===== src/rtl/spi_master.sv =====
// spi_master
//   Single-transfer SPI master, mode 0 (CPOL=0, CPHA=0), MSB first.
//   Generates SCLK/MOSI/CS from the system clock and captures MISO.
//
// Parameters
//   WIDTH   : bits per transfer (>= 2)
//   CLK_DIV : CLK cycles per SCLK half-period (>= 1)
//
// Ports
//   CLK      in   system clock, rising edge
//   RST      in   synchronous active-high reset
//   START    in   transfer request, sampled only while BUSY=0
//   TX_DATA  in   word to send, captured when START is accepted
//   BUSY     out  high while a transfer is in progress
//   DONE     out  one-cycle pulse when RX_DATA is updated
//   RX_DATA  out  last received word, held until the next DONE
//   SCLK     out  SPI clock, idles low
//   MOSI     out  SPI data out
//   MISO     in   SPI data in (sampled raw, slave is clocked by our SCLK)
//   CS       out  chip select, active low, idles high
module spi_master #(
  parameter int WIDTH   = 8,
  parameter int CLK_DIV = 2
) (
  input  logic             CLK,
  input  logic             RST,
  input  logic             START,
  input  logic [WIDTH-1:0] TX_DATA,
  output logic             BUSY,
  output logic             DONE,
  output logic [WIDTH-1:0] RX_DATA,
  output logic             SCLK,
  output logic             MOSI,
  input  logic             MISO,
  output logic             CS
);

  localparam int DIV_W = $clog2(CLK_DIV) + 1;
  localparam int BIT_W = $clog2(WIDTH) + 1;
  localparam logic [DIV_W-1:0] DIV_LAST = DIV_W'(CLK_DIV - 1);
  localparam logic [BIT_W-1:0] BIT_LAST = BIT_W'(WIDTH - 1);

  typedef enum logic [2:0] {IDLE, LEAD, SHIGH, SLOW, TRAIL} state_t;

  state_t             state, state_n;
  logic [DIV_W-1:0]   div_cnt, div_cnt_n;
  logic [BIT_W-1:0]   bit_cnt, bit_cnt_n;
  logic [WIDTH-1:0]   shift_tx, shift_tx_n;
  logic [WIDTH-1:0]   shift_rx, shift_rx_n;
  logic [WIDTH-1:0]   rx_data_n;
  logic               busy_n, done_n, sclk_n, mosi_n, cs_n;
  logic               div_last;
  logic [WIDTH-1:0]   rx_shifted;

  assign div_last   = (div_cnt == DIV_LAST);
  assign rx_shifted = {shift_rx[WIDTH-2:0], MISO};

  always_ff @(posedge CLK) begin
    if (RST) begin
      state    <= IDLE;
      div_cnt  <= '0;
      bit_cnt  <= '0;
      shift_tx <= '0;
      shift_rx <= '0;
      RX_DATA  <= '0;
      BUSY     <= 1'b0;
      DONE     <= 1'b0;
      SCLK     <= 1'b0;
      MOSI     <= 1'b0;
      CS       <= 1'b1;
    end else begin
      state    <= state_n;
      div_cnt  <= div_cnt_n;
      bit_cnt  <= bit_cnt_n;
      shift_tx <= shift_tx_n;
      shift_rx <= shift_rx_n;
      RX_DATA  <= rx_data_n;
      BUSY     <= busy_n;
      DONE     <= done_n;
      SCLK     <= sclk_n;
      MOSI     <= mosi_n;
      CS       <= cs_n;
    end
  end

  // Next-state logic also computes the next value of every output, so all
  // pins come straight from flops.
  always_comb begin
    state_n    = state;
    div_cnt_n  = div_cnt;
    bit_cnt_n  = bit_cnt;
    shift_tx_n = shift_tx;
    shift_rx_n = shift_rx;
    rx_data_n  = RX_DATA;
    busy_n     = BUSY;
    done_n     = 1'b0;
    sclk_n     = SCLK;
    mosi_n     = MOSI;
    cs_n       = CS;

    unique case (state)
      IDLE: begin
        if (START) begin
          state_n    = LEAD;
          shift_tx_n = TX_DATA;
          div_cnt_n  = '0;
          bit_cnt_n  = '0;
          busy_n     = 1'b1;
          cs_n       = 1'b0;
          sclk_n     = 1'b0;
          mosi_n     = TX_DATA[WIDTH-1];
        end
      end

      LEAD: begin
        if (div_last) begin
          state_n    = SHIGH;
          div_cnt_n  = '0;
          sclk_n     = 1'b1;
          shift_rx_n = rx_shifted;
        end else begin
          div_cnt_n = div_cnt + DIV_W'(1);
        end
      end

      SHIGH: begin
        if (div_last) begin
          div_cnt_n = '0;
          sclk_n    = 1'b0;
          // The low half after the last bit becomes TRAIL, so the bit
          // count decides between SLOW and TRAIL here.
          if (bit_cnt == BIT_LAST) begin
            state_n = TRAIL;
            mosi_n  = 1'b0;
          end else begin
            state_n    = SLOW;
            shift_tx_n = shift_tx << 1;
            mosi_n     = shift_tx[WIDTH-2];
          end
        end else begin
          div_cnt_n = div_cnt + DIV_W'(1);
        end
      end

      SLOW: begin
        if (div_last) begin
          state_n    = SHIGH;
          div_cnt_n  = '0;
          bit_cnt_n  = bit_cnt + BIT_W'(1);
          sclk_n     = 1'b1;
          shift_rx_n = rx_shifted;
        end else begin
          div_cnt_n = div_cnt + DIV_W'(1);
        end
      end

      TRAIL: begin
        if (div_last) begin
          state_n   = IDLE;
          div_cnt_n = '0;
          cs_n      = 1'b1;
          busy_n    = 1'b0;
          done_n    = 1'b1;
          rx_data_n = shift_rx;
        end else begin
          div_cnt_n = div_cnt + DIV_W'(1);
        end
      end

      default: state_n = IDLE;
    endcase
  end

endmodule


===== config.mk =====
export PLATFORM = sky130hd
export DESIGN_NAME = spi_master
export DESIGN_NICKNAME = d
export VERILOG_FILES = /design/src/rtl/spi_master.sv
export SDC_FILE = /design/constraint.sdc
export NUM_CORES = 1
export LEC_CHECK = 0
export CORE_UTILIZATION = 55
export DETAILED_ROUTE_END_ITERATION = 10
export HOLD_SLACK_MARGIN = 0.05
export PLACE_DENSITY_LB_ADDON = 0.12
export SLEW_MARGIN = 25
export SYNTH_ARGS = -nofsm -noshare
export SYNTH_HDL_FRONTEND = slang
export SYNTH_SLANG_ARGS = --single-unit

===== constraint.sdc =====
create_clock -name CLK -period 4 [get_ports CLK]
set_input_delay 0.8 -clock CLK [delete_from_list [all_inputs] [get_ports CLK]]
set_output_delay 0.8 -clock CLK [all_outputs]
set_load 0.03 [all_outputs]

## Word level (Yosys, flattened, before mapping)

Cells that the tools add are included.
W data, S select, Z words.

| word-level totals | value |
|---|---|
| bits in registers | 37 |
| input port bits | 12 |
| output and inout bits | 13 |
| logic and storage cells | 72 |

| operators by class | value |
|---|---|
| add/subtract/negate cells | 2 |
| equality and inequality tests | 12 |
| muxes and demuxes | 28 |
| bitwise gates (word level) | 1 |
| reductions and logical operators | 18 |

Operators with widths:

| operator | count |
|---|---|
| $mux W7 | 3 |
| $mux W3 | 5 |
| $pmux W7 S2 | 1 |
| $pmux W3 S4 | 1 |
| $reduce_and A4 Y1 | 3 |
| $ne A2 B2 Y1 const B | 5 |
| $reduce_and A3 Y1 | 3 |
| $mux W1 | 8 |
| $mux W4 | 2 |
| $pmux W4 S2 | 1 |
| $reduce_bool A2 Y1 | 4 |
| $eq A3 B2 Y1 const B | 2 |
| $pmux W1 S2 | 3 |
| $reduce_and A2 Y1 | 3 |
| $add A4 B1 Y4 const B | 1 |
| $eq A4 B3 Y1 const B | 1 |
| $mux W2 | 2 |
| $pmux W2 S2 | 1 |
| $reduce_or A2 Y1 | 2 |
| $reduce_or A4 Y1 | 1 |
| $eq A3 B1 Y1 const B | 1 |
| $eq A3 B3 Y1 const B | 1 |
| $logic_not A3 Y1 | 1 |
| $pmux W1 S3 | 1 |
| other kinds (5) | 5 |

## Depth between registers and ports, before layout

Gate-level depths: netlist of run 1.

| logic depth | value |
|---|---|
| depth in word-level cells | 4 |
| mapped depth | 6 |
| gate-level depth less buffers | 5 |

## Worst setup path after synthesis of run 1

Ideal clock, no wire load.

| path | value |
|---|---|
| path type | input to register |
| start | in START |
| end | reg shift_tx[3] |
| library setup time | 0.088 ns |
| arrival time | 1.723 ns |
| required time | 3.912 ns |
| path slack | 2.189 ns |
| stages on the path | 5 |
| cells stage by stage | or3b_4 -> o21ai_4 -> buf_6 -> a21oi_2 -> a311oi_2 |

| between the ends | value |
|---|---|
| cells in the longest elaborated chain, start to end | 2 |

RTL lines:

| element | RTL line | text |
|---|---|---|
| start: declaration | 27 | `input logic START,` |
| $ne A2 B2 Y1 (no source line) | - |  |
| $reduce_and A4 Y1 (no source line) | - |  |
| end signal: assignment | 75 | `shift_tx <= shift_tx_n;` |
| end: declaration | 48 | `logic [WIDTH-1:0] shift_tx, shift_tx_n;` |

Every way passes these cells.
A chain may end at the register's enable or synchronous reset.

## Worst setup path after layout of run 1

| path | value |
|---|---|
| start | reg RX_DATA[0] |
| end | out RX_DATA[0] |

RTL lines:

| element | RTL line | text |
|---|---|---|
| start: declaration | 31 | `output logic [WIDTH-1:0] RX_DATA,` |
| start signal: assignment | 77 | `RX_DATA <= rx_data_n;` |

No word-level cell between the ends.

==> results of run 1 <==
[metrics by stage]
step | cells | hold slack, ps | total power (W)
2_1_floorplan | 166 | 436.0 | 0.0005061
3_3_place_gp | 211 | 447.1 | 0.0005307
3_5_place_dp | 211 | 453.5 | 0.0005361
4_1_cts | 219 | 468.6 | 0.0008026
5_1_grt | 219 | 490.0 | 0.0008299
6_report | 219 | 467.5 | 0.0007985
[final timing paths]
path	endpoint	start	cells past startpoint
min reg2reg	shift_rx[7]	shift_rx[7]	2
max	RX_DATA[0]	RX_DATA[0]	1
min	shift_rx[7]	shift_rx[7]	2
max reg2reg	shift_tx[2]	bit_cnt[0]	5
[layer usage]
metal  vias to the layer above  wire (µm)  track usage (%)
li1                        638          -                -
met1                       600       1489            27.98
met2                        28       1554            35.63
met3                         5        125            5.581
met4                         0         46            11.79
met5                         -          0                0
[sequential cells by signal (all words and copies together), names as in the netlist]
register,cells
RX_DATA,8
DONE,1
MOSI,1
shift_tx,7
bit_cnt,4
SCLK,1
CS,1
shift_rx,8
BUSY,1
div_cnt,2
state,3
[cells by family (layout without fill, tap and decap cells)]
kind of cell             Yosys count  count (layout)  synth area share (%)
multiplexers                       6               6                 3.786
flip-flops                        37              37                 46.69
buffers and inverters             14              36                 4.495
adder cells (fa/ha/maj)            1               1                0.7885
XOR/XNOR                           3               3                 1.656
AND/OR/NAND/NOR                   54              54                 17.04
AO/OA/AOI/OAI                     51              51                 25.55
[area by class of cell]
type	count	area (µm²)
clock buffer	7	55.05
clock inverter	1	30.03
fill	220	830.8
inverter	3	11.26
multi-input combinational	115	779.5
sequential	37	740.7
tap	31	38.79
timing repair buffer	25	247.7
[power by group through the flow]
stage / logic (W) / registers (W) / clock network (W)
after floorplan: 0.0000931 / 0.000413 / 0
after detailed placement: 0.000123 / 0.000413 / 0
final: 0.000123 / 0.000406 / 0.000270
after CTS: 0.000123 / 0.000405 / 0.000274
after global placement: 0.000119 / 0.000412 / 0
after global routing: 0.000134 / 0.000408 / 0.000288
[placed cells by master (no fill, tap or decap), types with 2 or more instances in the layout]
cell,n
sky130_fd_sc_hd__dfxtp_1,37
sky130_fd_sc_hd__a311oi_2,3
sky130_fd_sc_hd__a21oi_1,18
sky130_fd_sc_hd__nor2b_1,2
sky130_fd_sc_hd__a21oi_2,3
sky130_fd_sc_hd__a22o_1,8
sky130_fd_sc_hd__nand2b_1,5
sky130_fd_sc_hd__nor2_1,6
sky130_fd_sc_hd__inv_1,3
sky130_fd_sc_hd__o21ai_0,3
sky130_fd_sc_hd__mux2i_1,6
sky130_fd_sc_hd__xnor2_1,2
sky130_fd_sc_hd__nand2_1,24
sky130_fd_sc_hd__nor3_1,5
sky130_fd_sc_hd__clkbuf_4,5
sky130_fd_sc_hd__a311oi_1,5
sky130_fd_sc_hd__nand3_1,3
sky130_fd_sc_hd__a21bo_2,2
sky130_fd_sc_hd__clkdlybuf4s50_1,24
[synthesized netlist by cell type (2+ instances only)]
master / number / area share [%]
sky130_fd_sc_hd__inv_1: 3 / 0.71
sky130_fd_sc_hd__nor3_1: 5 / 1.6
sky130_fd_sc_hd__nand3_1: 3 / 0.95
sky130_fd_sc_hd__clkbuf_1: 3 / 0.71
sky130_fd_sc_hd__a21bo_2: 2 / 1.3
sky130_fd_sc_hd__a311oi_1: 5 / 2.8
sky130_fd_sc_hd__dfxtp_1: 37 / 47
sky130_fd_sc_hd__a21oi_1: 18 / 5.7
sky130_fd_sc_hd__xnor2_1: 2 / 1.1
sky130_fd_sc_hd__a311oi_2: 3 / 2.8
sky130_fd_sc_hd__nor2_1: 6 / 1.4
sky130_fd_sc_hd__o21ai_0: 3 / 0.95
sky130_fd_sc_hd__buf_2: 6 / 1.9
sky130_fd_sc_hd__nand2b_1: 5 / 2.0
sky130_fd_sc_hd__mux2i_1: 6 / 3.8
sky130_fd_sc_hd__a21oi_2: 3 / 1.7
sky130_fd_sc_hd__a22o_1: 8 / 4.4
sky130_fd_sc_hd__nand2_1: 24 / 5.7
sky130_fd_sc_hd__nor2b_1: 2 / 0.79
[worst reg2reg max path, cell delays in order, from the launching register on]
cell and delay (ps):
sky130_fd_sc_hd__dfxtp_1 350, sky130_fd_sc_hd__ha_1 220, sky130_fd_sc_hd__and3b_1 250, sky130_fd_sc_hd__a21boi_2 580, sky130_fd_sc_hd__a21oi_1 150, sky130_fd_sc_hd__a311oi_1 270
==> summary by stage, run 1 <==
Setup path
The worst setup path is captured at an output port. The arrival time at the worst endpoint is 1370 ps. The critical path goes through clkdlybuf4s50_1. Across all register-to-register paths, the minimum setup slack is 2090 ps.

The nature of the critical path startpoint is a register. The cell family with the largest share of critical-path delay is buffers and inverters. Among all stages on the critical path, the largest delay is contributed by sky130_fd_sc_hd__clkdlybuf4s50_1. The number of buffers and inverters on the critical path is 1. The critical path data required time is 3200 ps. The biggest fanout along the worst timing path is 2. The category of the critical setup timing path is reg -> out. In this design, the stage delay of the slowest critical-path cell is 690 ps.

Synth
The number of register bits inferred by synthesis is 37. Yosys printed 0 warnings. A synthesized cell averages 9.557 µm². The synthesized instance count is 166. Among all flip-flop cells after synthesis, the most frequent one is sky130_fd_sc_hd__dfxtp_1. The distinct cell type count of the synthesized netlist is 41. When the netlist entered floorplanning its net count stood at 179. The synthesized netlist occupies a cell area of 1587 µm². Of the synthesized area, sequential elements account for 46.69%.

In this run, synthesis inferred 0 flip-flops with an integrated enable. Counting flops with an async set or reset pin after synthesis yields a share of 0%.

Routing
After detailed routing, the number of remaining DRC violations is 0. Using the TritonRoute via totals, the vias-per-cell ratio works out to 5.804. The aggregate routed wire length is 3216 µm. After the first detailed-routing iteration, the DRC count stood at 32.

The detail route stage leaves a number of antenna-violating nets equal to 0. The final route contains 1,271 vias. The first-pass iteration count of the detailed router is 4. The routed wire length per instance is 14.68 µm.

Timing
The setup violation total in the final timing report is 0. The final period demand of the worst path is 2173 ps. The least setup slack across all paths after layout is 1827 ps. The hold violation count in the final report is 0. On the final layout, the worst clock skew is 6.679 ps. For the pin with the worst max-slew slack, the measured transition is 698.7 ps.

The final worst-path cycle share is 54.32%. The worst relative slew slack is 53.15%. Setup repair after global routing left no endpoint under its margin.

Derived from the worst setup path, the maximum achievable clock frequency is 460.2 MHz. The total negative setup slack is 0 ps. The total count of max-transition violations in the final report is 0.

Placed design
Summing all placed instances gives a cell area of 1818 µm². Routability-driven placement finished with a final weighted congestion of 0.7464. Input and output buffers added on the ports amount to 24.

The detailed placement HPWL is 2163 µm. The post-place setup slack is 1597 ps.

Clocking
The number of buffers created by CTS is 5. The number of buffers between clock root and the deepest sink is 2. The clock network latency to the later pin of the worst-skew pair is 340 ps.

The clock sink total is 37. The number of gates given a new drive strength after cts is 0. The number of hold-repair buffers added at the cts stage is 0. The number of setup buffers added after CTS is 0.

The H-tree level count is 2. The clock-pin slew of the registers on the worst-case setup and hold paths is 110 ps. The TritonCTS clock tree is yes.

The tree is rooted in a sky130_fd_sc_hd__clkbuf_4.

Floorplan
The number of standard-cell rows in the floorplan is 19. The floorplan die height is 55.71 µm. The die covers 3104 µm². The x dimension of the die is 55.71 µm.

The initial utilization of the core area, before any placement, comes to 58.03%. The number of I/O pins is 25. The core footprint is 2734 µm².

Status
The run finished with clean final reports.

Job
The tool flagged a number of max-cap violations equal to 0.

Min path
The tightest min-delay check is of the reg -> reg type.

Pwr
The internal cell power is 0.0005895 W. In this run the static leakage power is 0.6421 nW. In this run the power spent charging and discharging nets is 0.0002090 W.

The peak ir drop on the vdd network is 0.3900 mV. The power density over the cells is 419.6 nW/µm². The proportion of power drawn by flip-flops and latches is 50.8%.

The switching share of total power is 26.18%. The clock group share of total power is 33.8%. Of the total power, combinational logic draws 15.4%.

GRT
Across every metal layer, demand over resource in global routing totals 22.39%. The first global-routing pass estimated 5354 µm of wire. The number of antenna violations at the first check in global routing is 0. The number of global-route vias before repair is 1,181.

Global routing finished with a remaining overflow of 0. The maximum number of pins on one net before global-route repair is 26.

Layout
Compared with the post-synthesis result, the final layout area differs by 19.95%. With fillers left out, the area of the finished cells amounts to 1903 µm². The utilization of the core after routing is 69.61%. The count of antenna diodes in the layout is 0. The net count of the finished layout is 200.

The fraction of layout cells with a size suffix above 1 is 13.30%.
No activity file was read; power rests on OpenSTA's default activity.
==> run 2, diff against run 1 <==
--- a/config.mk
+++ b/config.mk
@@ -5,7 +5,7 @@
 export SDC_FILE = /design/constraint.sdc
 export NUM_CORES = 1
 export LEC_CHECK = 0
-export CORE_UTILIZATION = 55
+export CORE_UTILIZATION = 47
 export DETAILED_ROUTE_END_ITERATION = 10
 export HOLD_SLACK_MARGIN = 0.05
 export PLACE_DENSITY_LB_ADDON = 0.12
==> constraint.sdc (replaced) <==
create_clock -name CLK -period 1.8 [get_ports CLK]
set_input_delay 0.36 -clock CLK [delete_from_list [all_inputs] [get_ports CLK]]
set_output_delay 0.36 -clock CLK [all_outputs]
set_load 0.03 [all_outputs]
==> run 2 against run 1 <==
Net effect: non-clock buffer count up 14; sequential share of layout area down 1.8 points; highest routed layer unchanged; flip-flop and latch count unchanged; sequential power up 120%; design area up 5.1%; register-to-register slack worse by 2000 ps.
==> summary by stage, run 2 (synthesis results as in run 1) <==
Status
The flow ran to the end, and the final reports show no timing, DRC or antenna violations.

Layout
The final-layout fill cell count is 272. The finished layout holds 246 standard cells, fillers aside. The largest registers in the layout are RX_DATA (8), shift_rx (8), shift_tx (7). From synthesis to final layout, the design area changed by 26.10%. Leaving out fill and tap cells, the most frequent cell in the layout is sky130_fd_sc_hd__dfxtp_1. After routing the design area is 2001 µm². The fraction of layout cells with a size suffix above 1 is 19.80%.

The net total in the final layout is 214. The number of antenna diodes in the final layout is 0. Leaving out fill and tap cells, the most frequent cells in the layout are 36 x sky130_fd_sc_hd__dfxtp_1, 24 x sky130_fd_sc_hd__nand2_1, 24 x sky130_fd_sc_hd__clkdlybuf4s50_1. The sequential cell area in the final layout is 742.0 µm².

The area of the multi-input gates is 774.5 µm².

Setup path
On the critical path the largest part of the delay comes from buffers and inverters. The biggest fanout along the worst timing path is 2. The arrival time at the worst endpoint is 1380 ps. The category of the critical setup timing path is reg -> out. Together, buffers and inverters on the worst path number 1. The worst setup path is captured at an output port.

The critical path goes through clkdlybuf4s50_1. STA classifies the critical path startpoint as a register. The highest cell delay on the worst timing path is 680 ps.

Among all stages on the critical path, the largest delay is contributed by sky130_fd_sc_hd__clkdlybuf4s50_1. For the worst setup path, the data required time is 1440 ps.

Routing
The first routing iteration left 56 violations. The met1 routed wirelength after detailed routing is 1467 µm. The total DRC errors in the routed layout is 0. The aggregate routed wire length is 3274 µm.

The met3 wirelength from detailed routing is 101 µm. The routed wire length per instance is 13.31 µm. The vias per cell is 5.374. Summed over all nets, wire length on met2 after detailed routing comes to 1652 µm. The first-pass iteration count of the detailed router is 4.

Routed signal wires occupy layers up through met4. For this block, the via count after detailed routing is 1,322. The final antenna-violating net count is 0.

Timing
The final-layout worst hold slack is 468.7 ps. The least setup slack across all paths after layout is 63.89 ps. The hold violation count in the final report is 0. For the pin with the worst max-slew slack, the measured transition is 463.5 ps. The worst relative slew slack is 68.98%.

The total count of max-transition violations in the final report came to 0. Setup repair after global routing left no endpoint under its margin. For this run, the top clock speed supported by timing is 576.0 MHz. Dividing the final minimum period by the clock period gives 96.45%.

The setup violation total in the final timing report is 0. The setup skew after layout is 3.808 ps. The clock period could shrink to 1736 ps.

Floorplan
Pin placement for this block handled 25 I/O pins. The core footprint is 3128 µm². Once the floorplan was initialized, standard cells occupied 50.72% of the core. The x dimension of the die is 60.10 µm. In this run the core area contains 20 standard-cell rows. The die covers 3612 µm². In this run the vertical extent of the chip is 60.10 µm.

GRT
The number of antenna violations at the first check in global routing is 0. The first-pass GRT wire length is 5630 µm. Entering global routing, the biggest net connects 19 pins. Across every metal layer, demand over resource in global routing totals 21.31%. Global routing finished with a remaining overflow of 0. The number of global-route vias before repair is 1,250.

Clocking
The clock passes through at most 2 buffers. For the worst-skew pair, the clock arrives at the later sink with an insertion delay of 340 ps. TritonCTS built the clock tree. The number of buffers created by CTS is 5. Clock-pin slew was measured on the worst setup and hold paths at 110 ps. The H-tree was split into 2 levels. The cell at the root of the clock tree is sky130_fd_sc_hd__clkbuf_4. The number of hold-repair buffers added at the cts stage is 0. The clock net in this run drives a total of 37 sinks.

Placed design
The number of buffers inserted by port buffering is 24. The post-place setup slack is -158.6 ps. The cell area after placement is 1934 µm². The detailed placement HPWL is 2416 µm. The final weighted congestion in routability-driven placement is 0.7622. The number of placed instances, taps included is 238.

Pwr
The power density over the cells is 844.9 nW/µm². The peak ir drop on the vdd network is 0.4814 mV. The analysis attributes to cell leakage a power of 0.7019 nW.

Job
The tool flagged a number of max-cap violations equal to 0.

Min path
The worst hold-check path type is reg -> reg.
-- run 2: changes by cell type in the layout (fill, tap and decap cells not counted) --
cell,before,now
sky130_fd_sc_hd__clkinv_2,0,1
sky130_fd_sc_hd__bufinv_16,1,0
sky130_fd_sc_hd__clkbuf_1,1,0
sky130_fd_sc_hd__buf_4,1,15
sky130_fd_sc_hd__dfxtp_1,37,36
sky130_fd_sc_hd__nor3b_2,1,0
sky130_fd_sc_hd__clkinv_4,0,1
sky130_fd_sc_hd__nor3b_1,0,1
sky130_fd_sc_hd__dfxtp_2,0,1
-- run 2: metrics by stage --
step	util (%)	setup TNS [ps]	total power (W)
6_report	63.96	0	0.001690
5_1_grt	63.96	0	0.001773
4_1_cts	63.92	0	0.001707
3_5_place_dp	61.84	-736.3	0.001238
3_3_place_gp	61.84	-337.5	0.001224
2_1_floorplan	-	0	0.001125
-- run 2: repair_timing --
item                                    in CTS  in global routing
endpoints found under the setup margin       0                  2
gates resized for setup                      0                  1
setup buffers                                0                  0
-- run 2: layout make-up --
| class | instances | share of cell area (%) |
|---|---|---|
| Clock buffer | 6 | 2.564 |
| Clock inverter | 2 | 0.6879 |
| Inverter | 3 | 0.5629 |
| Multi-Input combinational cell | 115 | 38.71 |
| Sequential cell | 37 | 37.09 |
| Tap cell | 44 | 2.752 |
| Timing Repair Buffer | 39 | 17.64 |
-- run 2: metal layers --
layer | global-route usage, % | vias up
li1 | - | 668
met1 | 25.27 | 631
met2 | 36.42 | 16
met3 | 5.628 | 7
met4 | 7.973 | 0
met5 | 0 | -
-- run 2: power by group --
part / switching, W / internal [W]
clock: 0.000280 / 0.000190
sequential: 0.0000388 / 0.000860
combinational: 0.000167 / 0.000154
-- run 2: final timing paths --
check	start	endpoint	slack (ps)	depth (start not counted)
worst max-delay path	RX_DATA[3]	RX_DATA[3]	60	1
worst min-delay path	shift_rx[7]	shift_rx[7]	470	2
worst max register to register	bit_cnt[0]	shift_tx[2]	120	6
worst min register to register	shift_rx[7]	shift_rx[7]	470	2
==> run 3, diff against run 2 <==
--- a/config.mk
+++ b/config.mk
@@ -5,8 +5,10 @@
 export SDC_FILE = /design/constraint.sdc
 export NUM_CORES = 1
 export LEC_CHECK = 0
-export CORE_UTILIZATION = 47
+export ABC_CLOCK_PERIOD_IN_PS = 1800
+export CORE_UTILIZATION = 55
 export DETAILED_ROUTE_END_ITERATION = 10
+export DONT_BUFFER_PORTS = 1
 export HOLD_SLACK_MARGIN = 0.05
 export PLACE_DENSITY_LB_ADDON = 0.12
 export SLEW_MARGIN = 25
==> run 3 against run 2 <==
Net effect: via count fell by 7.0%; critical path depth increased by 2; fmax increased by 5.2%; total power grew 5.1%; hold slack got worse by 340 ps; first-iteration DRC count is 5.4% lower; die area shrank 14%; count of clock-buffer cells in the layout unchanged; sequential share of layout area grew 5.5 points; critical endpoint is now RX_DATA[0]; largest cell class unchanged.
==> summary by stage, run 3 (synthesis results as in run 1) <==
Status
The flow ran to the end, and the final reports show no timing, DRC or antenna violations.

GRT
The first global-routing pass estimated 5195 µm of wire. Entering global routing, the biggest net connects 19 pins. The number of global-route vias before repair came to 1,174. The number of antenna violations at the first check in global routing came to 0. The global-route total usage across every layer is 21.90%. For this run the aggregate overflow at the end of global routing stands at 0.

Setup path
The category of the critical setup timing path is reg -> reg. The startpoint identified for the worst register-to-register timing path is state[0]. The critical path data required time is 2090 ps. The worst setup path is captured at a register.

The termination of the worst setup path is RX_DATA[0]. The arrival time at the worst endpoint is 1940 ps. The cell depth of the worst setup path is 3. The cell family with the largest share of critical-path delay is compound AO/OA/AOI/OAI gates. The length in cells of the worst reg-to-reg path is 3. The critical path goes through nor2_1 > a31oi_2 > a22o_1. The reg-to-reg critical path endpoint is RX_DATA[0]. The launching instance or port of the critical path is state[0]. The slowest stage of the critical path belongs to the cell sky130_fd_sc_hd__dfxtp_1. The largest single stage delay on the critical path is 600 ps. The nature of the critical path startpoint is a register. The sum of buffers and inverters on the critical path is 0. The worst reg-to-reg setup slack is 150 ps. Of all nets on the critical path, the largest fanout is 13.

Routing
The routed wire length per instance is 15.13 µm. For this run, the detailed router's first-pass iteration total came to 4. The number of DRC markers in iteration 0 is 53. The number of vias after detailed routing is 1,229. After detailed routing, the number of remaining DRC violations is 0. The final antenna-violating net count is 0. After detailed routing, the number of vias per cell comes to 6.054. The aggregate routed wire length is 3072 µm.

Layout
Cells with a size suffix above 1 make up 18.02% of the layout. At the end of the flow, the number of nets in the layout was 184. The finished cells cover 1739 µm². The largest registers in the layout are RX_DATA (8), shift_rx (8), shift_tx (7). The number of antenna diodes in the final layout is 0. In the layout the commonest cells are 37 x sky130_fd_sc_hd__dfxtp_1, 24 x sky130_fd_sc_hd__nand2_1, 18 x sky130_fd_sc_hd__a21oi_1. The final-layout fill cell count is 240.

The most common cell after layout, fill and taps aside is sky130_fd_sc_hd__dfxtp_1. The area overhead of the layout relative to synthesis is 9.622%.

Placed design
The count of buffers added on input and output ports is 0. The HPWL after detailed placement is 2050 µm. The final weighted congestion in routability-driven placement is 0.8146.

The placed instances occupy a cell area of 1610 µm².

Timing
Derived from the worst setup path, the maximum achievable clock frequency is 606.2 MHz. The final worst-path cycle share is 91.65%. At the pin with the least slew margin, the transition time is 525.9 ps. In the final timing run, aggregate negative setup slack is 0 ps. The hold violation count in the final report is 0. Headroom to the max-slew limit came out at 64.83%. The smallest clock period supported by the final layout is computed as 1650 ps. The setup violation total in the final timing report is 0. The total count of max-transition violations in the final report came to 0. Setup repair after global routing left no endpoint under its margin.

The setup skew after layout is 10.67 ps.

Pwr
The peak ir drop on the vdd network is 1.035 mV. Summed over all cells, the static leakage comes to 0.5927 nW. The completed layout was analyzed and its total power is 0.001776 W. The part of the total power dissipated in combinational logic is 14.0%. Net switching is 26.64% of the power. For this design the ratio of total power to cell area is 1021 nW/µm². For this design the total switching power over the nets is 0.0004731 W.

The proportion of power drawn by flip-flops and latches is 51.7%. The share of total power dissipated in the clock network is 34.3%. Cell internal power was estimated by the tool at 0.001303 W.

Min path
The min-delay analysis places its worst path in the category in -> reg.

Clocking
Post-CTS repair changed the size of 0 cells. The tree is rooted in a sky130_fd_sc_hd__clkbuf_4. The number of buffers between clock root and the deepest sink is 2. TritonCTS built the clock tree.

CTS saw 37 sinks. The H-tree level count is 2. The clock reaches the later pin of the worst-skew pair after 350 ps. The number of buffers created by CTS is 5. Clock-pin slew was measured on the worst setup and hold paths at 110 ps.

Job
Across the run, the number of max-cap violations was 0.

Floorplan
For this configuration, the core starts out at a cell density of 58.03%. The number of I/O pins is 25. From left edge to right edge, the die measures 55.71 µm. In this run the core area contains 19 standard-cell rows. The area enclosed by the die boundary is 3104 µm². The floorplan die height is 55.71 µm.

The core region is 2734 µm².
## run 3: cell types whose count changed in the layout (fill, tap and decap cells not counted)
cell                              change
sky130_fd_sc_hd__dfxtp_2              -1
sky130_fd_sc_hd__clkdlybuf4s50_1     -24
sky130_fd_sc_hd__clkinvlp_4           +1
sky130_fd_sc_hd__clkinv_2             -1
sky130_fd_sc_hd__dfxtp_1              +1
sky130_fd_sc_hd__bufinv_16            +1
sky130_fd_sc_hd__clkinv_4             -1
sky130_fd_sc_hd__dlygate4sd3_1        +2
sky130_fd_sc_hd__buf_4                -9
sky130_fd_sc_hd__buf_12               +1
## run 3: timing repair
item / in CTS / in global routing
setup endpoints to repair: 0 / 5
endpoints found under the hold margin: 8 / 13
hold buffers: 1 / 1
buffers inserted: 0 / 1
## run 3: how the worst min path moves through the flow
stage	slack [ps]	end	cells after the start	start
4_1_cts	50	shift_tx[5]	1	RST
3_3_place_gp	430	shift_rx[4]	1	RST
3_5_place_dp	430	shift_rx[4]	1	RST
2_1_floorplan	440	shift_rx[7]	2	shift_rx[7]
5_1_grt	100	DONE	1	RST
6_report	130	DONE	1	RST
## run 3: power by group through the flow
stage          Sequential (W)  Combinational, W  Clock [W]
6_report             0.000918          0.000249   0.000609
3_3_place_gp         0.000932          0.000215          0
2_1_floorplan        0.000918          0.000207          0
4_1_cts              0.000916          0.000227   0.000629
3_5_place_dp         0.000935          0.000222          0
5_1_grt              0.000925          0.000275   0.000669
## run 3: cell type report
type	instances	area, µm²	share of cell area [%]
multi-input cells	115	774.5	44.53
flip-flops and latches	37	740.7	42.59
repair buffers	9	85.08	4.892
clock buffers	6	51.30	2.950
well taps	31	38.79	2.230
clock inverters	2	37.54	2.158
inverters	3	11.26	0.6475
## run 3: metrics by stage
stage / instances / util, % / setup slack [ps] / hold WS (ps)
after CTS: 201 / 62.52 / 131.6 / 50.79
after detailed placement: 192 / 58.90 / 138.4 / 433.4
after global placement: 192 / 58.90 / 222.2 / 431.4
after floorplan: 166 / - / 250.7 / 436.0
final: 203 / 63.62 / 150.3 / 132.8
after global routing: 203 / 63.62 / 33.79 / 103.0
## run 3: routing by layer
| layer | up-vias | wire (µm) | GRT usage [%] |
|---|---|---|---|
| met5 | - | 0 | 0 |
| met4 | 0 | 17 | 9.286 |
| met3 | 2 | 175 | 8.837 |
| met2 | 30 | 1479 | 33.56 |
| met1 | 589 | 1400 | 27.27 |
| li1 | 608 | - | - |
